`config.mk`:
```
export PLATFORM = sky130hd
export DESIGN_NAME = dvi_timing_ctrl
export DESIGN_NICKNAME = d
export VERILOG_FILES = /design/src/rtl/video_timing_pkg.sv /design/src/rtl/video_axis_counter.sv /design/src/rtl/dvi_timing_ctrl.sv
export SDC_FILE = /design/constraint.sdc
export NUM_CORES = 1
export LEC_CHECK = 0
export BUFFER_PORTS_ARGS = -buffer_cell sky130_fd_sc_hd__buf_2
export CORE_UTILIZATION = 50
export CTS_CLUSTER_DIAMETER = 120
export CTS_CLUSTER_SIZE = 16
export DETAILED_ROUTE_END_ITERATION = 8
export HOLD_SLACK_MARGIN = 0.05
export PLACE_DENSITY_LB_ADDON = 0.2
export SLEW_MARGIN = 10
export SYNTH_ARGS = -nofsm -noshare
export SYNTH_HDL_FRONTEND = slang
export SYNTH_SLANG_ARGS = --single-unit
```
`constraint.sdc`:
```
create_clock -name pixclk -period 5.3 [get_ports pixclk]
set_clock_uncertainty 0.15 [all_clocks]
set_input_delay 0.265 -clock pixclk [delete_from_list [all_inputs] [get_ports pixclk]]
set_output_delay 0.265 -clock pixclk [all_outputs]
set_load 0.03 [all_outputs]
```
`src/rtl/video_timing_pkg.sv`:
```
// Shared 640x480@60 raster constants, sync polarities and frame-state encoding
// for the DVI timing path.
package video_timing_pkg;

  localparam int H_ACTIVE = 640;
  localparam int H_FP     = 16;
  localparam int H_SYNC   = 96;
  localparam int H_BP     = 48;
  localparam int H_TOTAL  = H_ACTIVE + H_FP + H_SYNC + H_BP;

  localparam int V_ACTIVE = 480;
  localparam int V_FP     = 10;
  localparam int V_SYNC   = 2;
  localparam int V_BP     = 33;
  localparam int V_TOTAL  = V_ACTIVE + V_FP + V_SYNC + V_BP;

  localparam logic H_POL = 1'b0;
  localparam logic V_POL = 1'b0;

  typedef enum logic [1:0] {
    IDLE  = 2'd0,
    RUN   = 2'd1,
    DRAIN = 2'd2
  } frame_state_t;

endpackage

```
`src/rtl/video_axis_counter.sv`:
```
// Single raster axis: wrapping position counter plus look-ahead active/sync
// flags evaluated on the value the counter takes at the next edge.
module video_axis_counter
  import video_timing_pkg::*;
#(
  parameter int TOTAL      = H_TOTAL,
  parameter int ACTIVE     = H_ACTIVE,
  parameter int SYNC_START = H_ACTIVE + H_FP,
  parameter int SYNC_END   = H_ACTIVE + H_FP + H_SYNC,
  parameter int CW         = 10
) (
  input  logic          pixclk,
  input  logic          reset,
  input  logic          advance,
  output logic [CW-1:0] count,
  output logic [CW-1:0] count_nxt,
  output logic          wrap,
  output logic          active_nxt,
  output logic          sync_nxt
);

  localparam logic [CW-1:0] LAST    = CW'(TOTAL - 1);
  localparam logic [CW-1:0] ACT_END = CW'(ACTIVE);
  localparam logic [CW-1:0] SYN_LO  = CW'(SYNC_START);
  localparam logic [CW-1:0] SYN_HI  = CW'(SYNC_END);

  assign wrap = (count == LAST);

  // Wrap by compare so the counter can never leave 0..TOTAL-1.
  always_comb begin
    count_nxt = count;
    if (advance) begin
      count_nxt = wrap ? '0 : count + CW'(1);
    end
  end

  assign active_nxt = (count_nxt < ACT_END);
  assign sync_nxt   = (count_nxt >= SYN_LO) && (count_nxt < SYN_HI);

  always_ff @(posedge pixclk) begin
    if (reset) begin
      count <= '0;
    end else begin
      count <= count_nxt;
    end
  end

endmodule

```
`src/rtl/dvi_timing_ctrl.sv`:
```
// DVI raster timing: fetch-side position/request LEAD cycles ahead of the
// vde/sync/position stream delivered to the TMDS serializer.
module dvi_timing_ctrl
  import video_timing_pkg::*;
#(
  parameter int   H_ACTIVE = video_timing_pkg::H_ACTIVE,
  parameter int   H_FP     = video_timing_pkg::H_FP,
  parameter int   H_SYNC   = video_timing_pkg::H_SYNC,
  parameter int   H_BP     = video_timing_pkg::H_BP,
  parameter int   V_ACTIVE = video_timing_pkg::V_ACTIVE,
  parameter int   V_FP     = video_timing_pkg::V_FP,
  parameter int   V_SYNC   = video_timing_pkg::V_SYNC,
  parameter int   V_BP     = video_timing_pkg::V_BP,
  parameter logic H_POL    = video_timing_pkg::H_POL,
  parameter logic V_POL    = video_timing_pkg::V_POL,
  parameter int   LEAD     = 2,
  parameter int   CW       = 10
) (
  input  logic          pixclk,
  input  logic          reset,
  input  logic          run,
  output logic          fetch_req,
  output logic [CW-1:0] fetch_x,
  output logic [CW-1:0] fetch_y,
  output logic          vde,
  output logic          hSync,
  output logic          vSync,
  output logic [CW-1:0] x,
  output logic [CW-1:0] y,
  output logic          frame_start,
  output logic          line_start
);

  localparam int H_TOT = H_ACTIVE + H_FP + H_SYNC + H_BP;
  localparam int V_TOT = V_ACTIVE + V_FP + V_SYNC + V_BP;

  typedef struct packed {
    logic          active;
    logic          hsync;
    logic          vsync;
    logic          fstart;
    logic          lstart;
    logic [CW-1:0] px;
    logic [CW-1:0] py;
  } pix_t;

  localparam pix_t PIX_IDLE = '{active: 1'b0, hsync: ~H_POL, vsync: ~V_POL,
                                fstart: 1'b0, lstart: 1'b0, px: '0, py: '0};

  frame_state_t  state, state_nxt;
  logic [CW-1:0] hc, vc, hc_nxt, vc_nxt;
  logic          h_wrap, v_wrap, h_act_nxt, v_act_nxt, h_sync_nxt, v_sync_nxt;
  logic          advance, frame_end;
  logic          req_nxt, hs_nxt, vs_nxt, fs_nxt, ls_nxt;
  logic          fetch_hs, fetch_vs, fetch_fs, fetch_ls;
  pix_t          fetch_pix;
  pix_t          pipe [LEAD];

  assign advance   = (state != IDLE);
  assign frame_end = h_wrap && v_wrap;

  video_axis_counter #(
    .TOTAL(H_TOT), .ACTIVE(H_ACTIVE), .SYNC_START(H_ACTIVE + H_FP),
    .SYNC_END(H_ACTIVE + H_FP + H_SYNC), .CW(CW)
  ) u_hcount (
    .pixclk(pixclk), .reset(reset), .advance(advance),
    .count(hc), .count_nxt(hc_nxt), .wrap(h_wrap),
    .active_nxt(h_act_nxt), .sync_nxt(h_sync_nxt)
  );

  video_axis_counter #(
    .TOTAL(V_TOT), .ACTIVE(V_ACTIVE), .SYNC_START(V_ACTIVE + V_FP),
    .SYNC_END(V_ACTIVE + V_FP + V_SYNC), .CW(CW)
  ) u_vcount (
    .pixclk(pixclk), .reset(reset), .advance(advance && h_wrap),
    .count(vc), .count_nxt(vc_nxt), .wrap(v_wrap),
    .active_nxt(v_act_nxt), .sync_nxt(v_sync_nxt)
  );

  always_ff @(posedge pixclk) begin
    if (reset) begin
      state <= IDLE;
    end else begin
      state <= state_nxt;
    end
  end

  // Frames always complete: run only decides whether the next frame starts.
  always_comb begin
    state_nxt = state;
    case (state)
      IDLE:    if (run) state_nxt = RUN;
      RUN:     if (!run) state_nxt = frame_end ? IDLE : DRAIN;
      DRAIN:   if (run) state_nxt = RUN;
               else if (frame_end) state_nxt = IDLE;
      default: state_nxt = IDLE;
    endcase
  end

  always_comb begin
    req_nxt = 1'b0;
    hs_nxt  = ~H_POL;
    vs_nxt  = ~V_POL;
    fs_nxt  = 1'b0;
    ls_nxt  = 1'b0;
    if (state_nxt != IDLE) begin
      req_nxt = h_act_nxt && v_act_nxt;
      hs_nxt  = h_sync_nxt ? H_POL : ~H_POL;
      vs_nxt  = v_sync_nxt ? V_POL : ~V_POL;
      ls_nxt  = req_nxt && (hc_nxt == '0);
      fs_nxt  = ls_nxt && (vc_nxt == '0);
    end
  end

  always_ff @(posedge pixclk) begin
    if (reset) begin
      fetch_req <= 1'b0;
      fetch_hs  <= ~H_POL;
      fetch_vs  <= ~V_POL;
      fetch_fs  <= 1'b0;
      fetch_ls  <= 1'b0;
    end else begin
      fetch_req <= req_nxt;
      fetch_hs  <= hs_nxt;
      fetch_vs  <= vs_nxt;
      fetch_fs  <= fs_nxt;
      fetch_ls  <= ls_nxt;
    end
  end

  assign fetch_x   = hc;
  assign fetch_y   = vc;
  assign fetch_pix = '{active: fetch_req, hsync: fetch_hs, vsync: fetch_vs,
                       fstart: fetch_fs, lstart: fetch_ls, px: hc, py: vc};

  // Delay line so RGB requested now lines up with vde LEAD cycles later.
  always_ff @(posedge pixclk) begin
    if (reset) begin
      for (int i = 0; i < LEAD; i++) pipe[i] <= PIX_IDLE;
    end else begin
      pipe[0] <= fetch_pix;
      for (int i = 1; i < LEAD; i++) pipe[i] <= pipe[i-1];
    end
  end

  assign vde         = pipe[LEAD-1].active;
  assign hSync       = pipe[LEAD-1].hsync;
  assign vSync       = pipe[LEAD-1].vsync;
  assign frame_start = pipe[LEAD-1].fstart;
  assign line_start  = pipe[LEAD-1].lstart;
  assign x           = pipe[LEAD-1].px;
  assign y           = pipe[LEAD-1].py;

endmodule

```
; Word level (Yosys, flattened, before mapping)
; Memory sizes are Yosys's and may differ from the RTL's.
; Cells that the tools add are included.
[totals]
ff_bits = 27
latchBits = 0
mem_bits_rw = 50
romBits = 0
out_inout_bits = 46
word_cells = 54
n_memories = 1
[mem_list]
columns = name, words, width, rd, rd_ports_with_merged_regs, wr, line_no
row1 = pipe, 2, 25, 2, 0, 2, dvi_timing_ctrl.sv:57  ; pix_t pipe [LEAD];
[op_classes]
add_sub_neg = 2
n_mul = 0
n_div = 0
order_cmp = 6
eq_ne = 4
shift = 0
n_mux = 17
bitwise = 3
n_reduce_logical = 13
[ops]
columns = op, n
row1 = 25-bit two-way mux, 2
row2 = 10-bit two-way mux, 4
row3 = "10-bit by 1-bit adder with 10-bit output, second input constant", 2
row4 = "10-bit == test, second input constant", 2
row5 = 10-bit logical NOT, 2
row6 = "10-bit less-than comparator, second input constant", 2
row7 = "10-bit by 9-bit less-than comparator with 1-bit output, second input constant", 2
row8 = "10-bit greater-or-equal comparator, second input constant", 1
row9 = "10-bit by 9-bit greater-or-equal comparator with 1-bit output, second input constant", 1
row10 = 2-bit two-way mux, 5
row11 = 1-bit logical AND, 7
row12 = 2-bit case mux with 3 select lines, 1
row13 = 1-bit two-way mux, 5
row14 = 2-bit nonzero test, 2
row15 = "2-bit by 1-bit == test with 1-bit output, second input constant", 1
row16 = "2-bit == test, second input constant", 1
row17 = 2-bit logical NOT, 1
row18 = 1-bit bitwise OR, 2
row19 = 2-bit OR reduction, 1
row20 = 1-bit NOT, 1

; Logic depth before layout (Yosys ltp)
; Gate-level depths: netlist (run 1).
[logic_depth]
ltp_word = 8
ltp_mapped = 9
depth_no_buf = 8

; By module
; A second synthesis (run 1) with hierarchy kept.
[unflattened]
hier_cells = 305
area_unflattened_um2 = 3078.0
[by_module_without_submodules]
columns = mod, instances, cells_each, area_per_inst_um2, seq_area_each_um2
row1 = dvi_timing_ctrl, 1, 155, 1791.7, 1141.1
row2 = video_axis_counter at u_hcount, 1, 80, 691.9, 200.2
row3 = video_axis_counter at u_vcount, 1, 70, 594.3, 200.2

; Worst setup path before layout (run 1)
; Ideal clock, no wire load.
[synth_timing]
path_kind = register -> register
startpoint = register u_hcount.count[0]
endpoint = register fetch_vs
setup_time_ns = 0.140
t_arrival_ns = 2.548
required_time_ns = 5.010
path_slack_ns = 2.462
stages_incl_launch_ff = 9
n_path_buf = 2
cell_sequence = dfxtp_1 > ha_1 > buf_6 > or3b_4 > or4_4 > buf_6 > or3_1 > a21boi_1 > o2111ai_1
[synth_between]
elab_chain_len = 8
elab_cells_between_ends = 16
[synth_lines]
columns = element, line_no
row1 = start: declaration, video_axis_counter.sv:15  ; output logic [CW-1:0] count,
row2 = start signal: assignment, video_axis_counter.sv:44  ; count <= count_nxt;
row3 = 10-bit == test (*), video_axis_counter.sv:27  ; assign wrap = (count == LAST);
row4 = "parallel branches: the longest is 7 deep, another holds 10-bit by 9-bit greater-or-equal comparator with 1-bit output", -
row5 = end signal: assignment, dvi_timing_ctrl.sv:119  ; fetch_vs <= ~V_POL;
row6 = end signal: assignment, dvi_timing_ctrl.sv:125  ; fetch_vs <= vs_nxt;
row7 = end: declaration, dvi_timing_ctrl.sv:55  ; logic fetch_hs, fetch_vs, fetch_fs, fetch_ls;
; Mark *: on every way between the ends.
; A chain may end at the register's enable or synchronous reset.

; Worst setup path in the final report (run 1)
[layout_timing]
startpoint = register u_hcount.count[0]
endpoint = register fetch_fs
[layout_between]
elab_chain_len = 8
elab_cells_between_ends = 22
[layout_lines]
columns = element, line_no
row1 = "parallel branches: the longest is 8 deep, another holds 10-bit by 1-bit adder with 10-bit output", -
row2 = end signal: assignment, dvi_timing_ctrl.sv:126  ; fetch_fs <= fs_nxt;
row3 = end: declaration, dvi_timing_ctrl.sv:55
; Several ways; the timed one is not identified.

==> results of run 1 <==
==> how the worst max path moves through the flow <==
stage | start | endpoint | slack [ps] | cells after the start
3_3_place_gp | u_hcount.count[0] | fetch_fs | 2220 | 7
4_1_cts | u_hcount.count[0] | fetch_fs | 2080 | 7
2_1_floorplan | u_hcount.count[0] | fetch_vs | 2460 | 8
3_5_place_dp | u_hcount.count[0] | fetch_fs | 2150 | 7
5_1_grt | u_hcount.count[0] | fetch_fs | 1800 | 7
6_report | u_hcount.count[0] | fetch_fs | 2080 | 7
==> final cells by class <==
class / count / area (um^2) / area share, %
clock inverter: 6 / 70.1 / 1.99
multi-input combinational: 219 / 1390 / 39.6
sequential: 77 / 1540 / 43.8
inverter: 10 / 37.5 / 1.07
clock buffer: 10 / 128 / 3.62
tap: 75 / 93.8 / 2.67
timing repair buffer: 50 / 258 / 7.32
==> power by group through the flow <==
stage,Clock (uW),Combinational (uW),Sequential [uW]
floorplan,0,24.1,607
global route,481,40.4,590
detailed placement,0,36.2,603
global placement,0,36.0,602
CTS,457,36.9,589
finish,448,36.6,589
==> placed cells by master, fill, tap and decap left out, types with 7 or more instances in the layout <==
master    instances
nor3_1           14
buf_2            48
inv_1            10
clkbuf_8          9
nand2_1          17
nor2b_1          45
dfxtp_1          77
a21oi_1          16
or2_2             7
nor2_1           24
==> sequential cells by signal, summed over array words and instances (netlist names) <==
signal / flops
fetch_fs: 1
fetch_hs: 1
fetch_ls: 1
fetch_req: 1
fetch_vs: 1
pipe: 50
state: 2
u_hcount.count: 10
u_vcount.count: 10
==> per-layer routing <==
metal	part of all wire [%]	up-vias	track usage (%)	wire length, um
li1	-	1219	-	-
met1	50	1089	28.0	3090
met3	6.0	16	3.52	374
met5	0	-	0	0
met4	2.2	0	10.2	138
met2	42	102	27.0	2630
==> kinds of logic after synthesis <==
| group | share of synthesized area (%) |
|---|---|
| muxes | 1.28 |
| DFF | 47.6 |
| and+or+nand+nor | 26.9 |
| AOI/OAI and AO/OA | 10.9 |
| buffers and inverters | 9.35 |
| xor gates and xnor gates | 2.71 |
| adders and majority gates | 1.16 |
==> synth_stat cells, types with 3 or more instances <==
cell | n | area, um^2
a21oi_1 | 16 | 80.1
nor2_1 | 24 | 90.1
and4b_1 | 4 | 40.0
or3_1 | 5 | 31.3
or2_2 | 7 | 43.8
a31oi_1 | 4 | 25.0
clkbuf_1 | 20 | 75.1
dfxtp_1 | 77 | 1540
nor2b_1 | 45 | 282
nor4_1 | 3 | 18.8
nand3_1 | 6 | 30.0
xnor2_1 | 5 | 43.8
nand4_1 | 6 | 37.5
o21ai_0 | 6 | 30.0
nand2_1 | 17 | 63.8
nor3_1 | 14 | 70.1
inv_1 | 10 | 37.5
mux2i_1 | 3 | 30.0
o211ai_1 | 4 | 30.0
buf_4 | 21 | 158
o2111ai_1 | 4 | 35.0
nand3b_1 | 3 | 22.5
o22ai_1 | 3 | 18.8
ha_1 | 3 | 37.5
xor2_1 | 5 | 43.8
==> critical path, stage by stage, from the launching register on <==
cell and delay (ps):
dfxtp_1 470, ha_1 390, or3b_4 450, nor4_4 760, a31oi_1 190, o22ai_1 290, nand3_1 170, nor4_2 270
==> per-stage QoR <==
step | total power [uW] | hold slack (ps)
6_report | 1070 | 261
5_1_grt | 1110 | 278
4_1_cts | 1080 | 262
3_5_place_dp | 639 | 244
3_3_place_gp | 638 | 242
2_1_floorplan | 631 | 237
==> repair_timing <==
action,CTS,global route
endpoints found under the hold margin,2,0
hold buffers,1,0
resized for setup,0,0
==> reports/summary.txt, run 1 <==
status = finished, final reports clean
Reg2Reg Depth = 7
sequential power share = 54.8%
CTS Sinks = 77
cell area after layout = 3520 um^2
Chip Width = 82.5 um
final slew viol count = 0
slew margin rel. = 40.1%
DR vias = 2,426
chip height = 82.5 um
Mapped Cells = 351
Global Route Usage Sum = 19.4%
async set-reset flop share out of synthesis = 0%
Int Power = 817 uW
Final Setup Violations = 0
leading register cell type out of synthesis = dfxtp_1
VDD IR max = 0.188 mV
switch share = 23.9%
Port Buffers = 48
Post-Syn Nets = 357
combinational share of power = 3.4%
clock group share of total power = 41.8%
first-pass GRT wire length = 9770 um
P_leak = 0.00143 uW
effective utilization at floorplan = 53.1%
CTS Root Cell = clkbuf_8
routability congestion estimate = 0.877
core area = 6100 um^2
Critical Path RT = 5420 ps
IO Pins = 49
EDFF count, synth = 0
fin crit share = 60.7%
unique cell type count in the Yosys netlist = 54
Routed wire per std cell = 14.0 um
Worst Slack Setup Final = 2080 ps
CTS tree = done
n_diodes = 0
r2r setup slk = 2080 ps
final WL = 6240 um
Iter 0 DRT Violations = 132
Non-Filler Instances = 447
Die ar. = 6800 um^2
vias in the first global route = 1,989
crit path kind = reg2reg
# rows = 28
Fin. Hold Viols = 0
Placed Cells = 430
startpoint class of the critical path = flip-flop
TritonRoute pass-1 iters = 4
CP endpoint kind = flip-flop
Power Density = 305 nW/um^2
P&R area growth vs syn = 8.77%
syn avg cell area = 9.22 um^2
number of buffers created by CTS = 9
Tmin final = 3220 ps
Setup WS pre-CTS = 2150 ps
WP data arrival = 3340 ps
grt total ovfl = 0
DR vias/cell = 5.43
Cell Area, Synth = 3240 um^2
sequential area share after synthesis = 47.6%
clock slew at reported path FFs = 90 ps
DRC Markers = 0
RSZ-0062 raised after global routing = no
Worst-Skew Late Latency = 350 ps
worst hold start = pipe[0][22]
Max Clock Freq = 311 MHz
CTS H-tree lvls = 3
Nets = 373
R2R Path End = fetch_fs
antenna-violating nets left = 0
Worst Hold End = pipe[0][47]
share of cells above drive strength 1 = 21.5%
Fill cells = 552
dpl hpwl = 4020 um
Final Util = 57.8%
worst hold-check path type = reg2reg
Post-CTS Setup Inserts = 0
synth warn = 0
largest net degree at the start of global routing = 73
initial antenna violation count = 0
critical path fanouts, max = 18
Seq cells post-synth = 77
R2R Path Start = u_hcount.count[0]
placed instance area = 3310 um^2
Max-Cap Viols = 0
Slew @ Worst Pin = 891 ps
switching power = 257 uW
Setup TNS = 0 ps
clk buf depth = 2
Hold Path Depth = 1
No activity file was read; power rests on OpenSTA's default activity.
==> run 2: changes to the inputs <==
==> constraint.sdc (replaced) <==
create_clock -name pixclk -period 2.6 [get_ports pixclk]
set_clock_uncertainty 0.15 [all_clocks]
set_input_delay 0.13 -clock pixclk [delete_from_list [all_inputs] [get_ports pixclk]]
set_output_delay 0.13 -clock pixclk [all_outputs]
set_load 0.03 [all_outputs]
==> reports/summary.txt, run 2 (synthesized netlist as in run 1, its figures left out) <==
Worst-Skew Late Latency = 340 ps (was 350 ps)
fin crit share = 95.6% (was 60.7%)
CP endpoint kind = flip-flop (unchanged)
dpl hpwl = 4330 um (was 4020 um)
Placed Cells = 448 (was 430)
Iter 0 DRT Violations = 141 (was 132)
vias in the first global route = 2,093 (was 1,989)
WP data arrival = 2600 ps (was 3340 ps)
number of buffers created by CTS = 9 (unchanged)
CTS H-tree lvls = 3 (unchanged)
Chip Width = 82.5 um (unchanged)
core area = 6100 um^2 (unchanged)
status = finished, final reports clean (unchanged)
Power Density = 625 nW/um^2 (was 305 nW/um^2)
Final Setup Violations = 0 (unchanged)
final hold slack = 267 ps (was 261 ps)
CTS tree = done (unchanged)
Max-Cap Viols = 0 (unchanged)
met1 Resource Use GR = 30.7% (was 28.0%)
combinational share of power = 3.3% (was 3.4%)
startpoint class of the critical path = flip-flop (unchanged)
P&R area growth vs syn = 17.1% (was 8.77%)
Die ar. = 6800 um^2 (unchanged)
cell area after layout = 3790 um^2 (was 3520 um^2)
antenna-violating nets left = 0 (unchanged)
DR vias/cell = 5.34 (was 5.43)
RSZ-0062 raised after global routing = yes (was no)
worst path cell trace = ha_4 -> or3b_4 -> or4_4 -> nor3_2 -> xnor2_1 -> o2111ai_2 -> nor4_2 (was ha_1 -> or3b_4 -> nor4_4 -> a31oi_1 -> o22ai_1 -> nand3_1 -> nor4_2)
Biggest register = pipe (unchanged)
clk buf depth = 2 (unchanged)
CTS Sinks = 77 (unchanged)
Top Usage Layer GRT = met1 (unchanged)
Routed wire per std cell = 14.0 um (about the same)
routability congestion estimate = 0.915 (was 0.877)
Largest stage delay, worst path = 590 ps (was 760 ps)
Port Buffers = 48 (unchanged)
Int Power = 1860 uW (was 817 uW)
worst hold-check path type = reg2reg (unchanged)
Max Clock Freq = 402 MHz (was 311 MHz)
IO Pins = 49 (unchanged)
slew margin rel. = 59.7% (was 40.1%)
Tmin final = 2490 ps (was 3220 ps)
clock slew at reported path FFs = 80 ps (was 90 ps)
largest net degree at the start of global routing = 63 (was 73)
Final Util = 62.2% (was 57.8%)
sequential power share = 50.7% (was 54.8%)
effective utilization at floorplan = 53.1% (unchanged)
Critical Path RT = 2710 ps (was 5420 ps)
Slowest cell on crit path = or4_4 (was nor4_4)
crit path kind = reg2reg (unchanged)
# rows = 28 (unchanged)
n_diodes = 0 (unchanged)
placed instance area = 3470 um^2 (was 3310 um^2)
DR vias = 2,500 (was 2,426)
switching power = 507 uW (was 257 uW)
Non-Filler Instances = 468 (was 447)
DRC Markers = 0 (unchanged)
Slew @ Worst Pin = 605 ps (was 891 ps)
final slew viol count = 0 (unchanged)
CTS Root Cell = clkbuf_8 (unchanged)
biggest regs = pipe x50, u_hcount.count x10, u_vcount.count x10 (unchanged)
most common cell after layout, fill and taps aside = dfxtp_1 (unchanged)
Nets = 394 (was 373)
chip height = 82.5 um (unchanged)
TritonRoute pass-1 iters = 4 (unchanged)
max FFs per register = 50 (unchanged)
grt total ovfl = 0 (unchanged)
VDD IR max = 0.443 mV (was 0.188 mV)
met2 usage = 27.9% (was 27.0%)
met3 GRT Util = 6.04% (was 3.52%)
share of cells above drive strength 1 = 28.2% (was 21.5%)
Fin. Hold Viols = 0 (unchanged)
Fill cells = 540 (was 552)
Tot Pwr = 2370 uW (was 1070 uW)
switch share = 21.4% (was 23.9%)
first-pass GRT wire length = 10,500 um (was 9770 um)
final WL = 6550 um (was 6240 um)
clock group share of total power = 45.9% (was 41.8%)
initial antenna violation count = 0 (unchanged)
critical path fanouts, max = 11 (was 18)
Global Route Usage Sum = 21.1% (was 19.4%)
P_leak = 0.00160 uW (was 0.00143 uW)
most frequent cells in the layout = dfxtp_1 (75), buf_2 (48), nor2b_1 (45) (was dfxtp_1 (77), buf_2 (48), nor2b_1 (45))
run 2: layout make-up:
cell class,instances,area (um^2),area share [%]
repair buffers,71,422,11.1
multi-input cells,219,1450,38.1
clock inverters,7,119,3.14
clock buffers,9,124,3.27
inverters,10,37.5,0.990
flip-flops and latches,77,1550,40.9
well taps,75,93.8,2.48
run 2: worst paths after layout:
path | start | end | slack (ps) | cells after the start
max | u_hcount.count[0] | fetch_fs | 110 | 7
max reg2reg | u_hcount.count[0] | fetch_fs | 110 | 7
min | pipe[0][22] | pipe[0][47] | 270 | 1
min reg2reg | pipe[0][22] | pipe[0][47] | 270 | 1
run 2: stage by stage:
stage,setup WS [ps],TNS (ps)
finish,115,0
global route,-4.01,-4.01
CTS,52.5,0
detailed placement,77.5,0
global placement,156,0
floorplan,21.0,0
run 2: critical path, delay by kind of cell, from the launching register on:
kind                       cells  cell delay (ps)
and+or+nand+nor                4             1310
DFF                            1              410
xor gates and xnor gates       1              190
AOI/OAI and AO/OA              1              190
adders and majority gates      1              140
run 2: power groups by stage:
stage / clock network (uW) / logic [uW] / registers, uW
2_1_floorplan: 0 / 49.7 / 1240
3_3_place_gp: 0 / 77.2 / 1230
3_5_place_dp: 0 / 77.2 / 1230
4_1_cts: 1110 / 79.7 / 1200
5_1_grt: 1170 / 87.5 / 1200
6_report: 1090 / 79.0 / 1200
run 2: repair_timing:
action                                  CTS  global route
resized for setup                         0             9
hold buffers                              2             0
setup buffers                             0             2
hold endpoints to repair                 10             0
endpoints found under the setup margin    0             1
run 2: per-layer routing:
metal  part of all wire (%)  up-vias
li1                       -     1259
met1                     48     1106
met2                     42      121
met3                    8.2       14
met4                    1.6        0
met5                      0        -
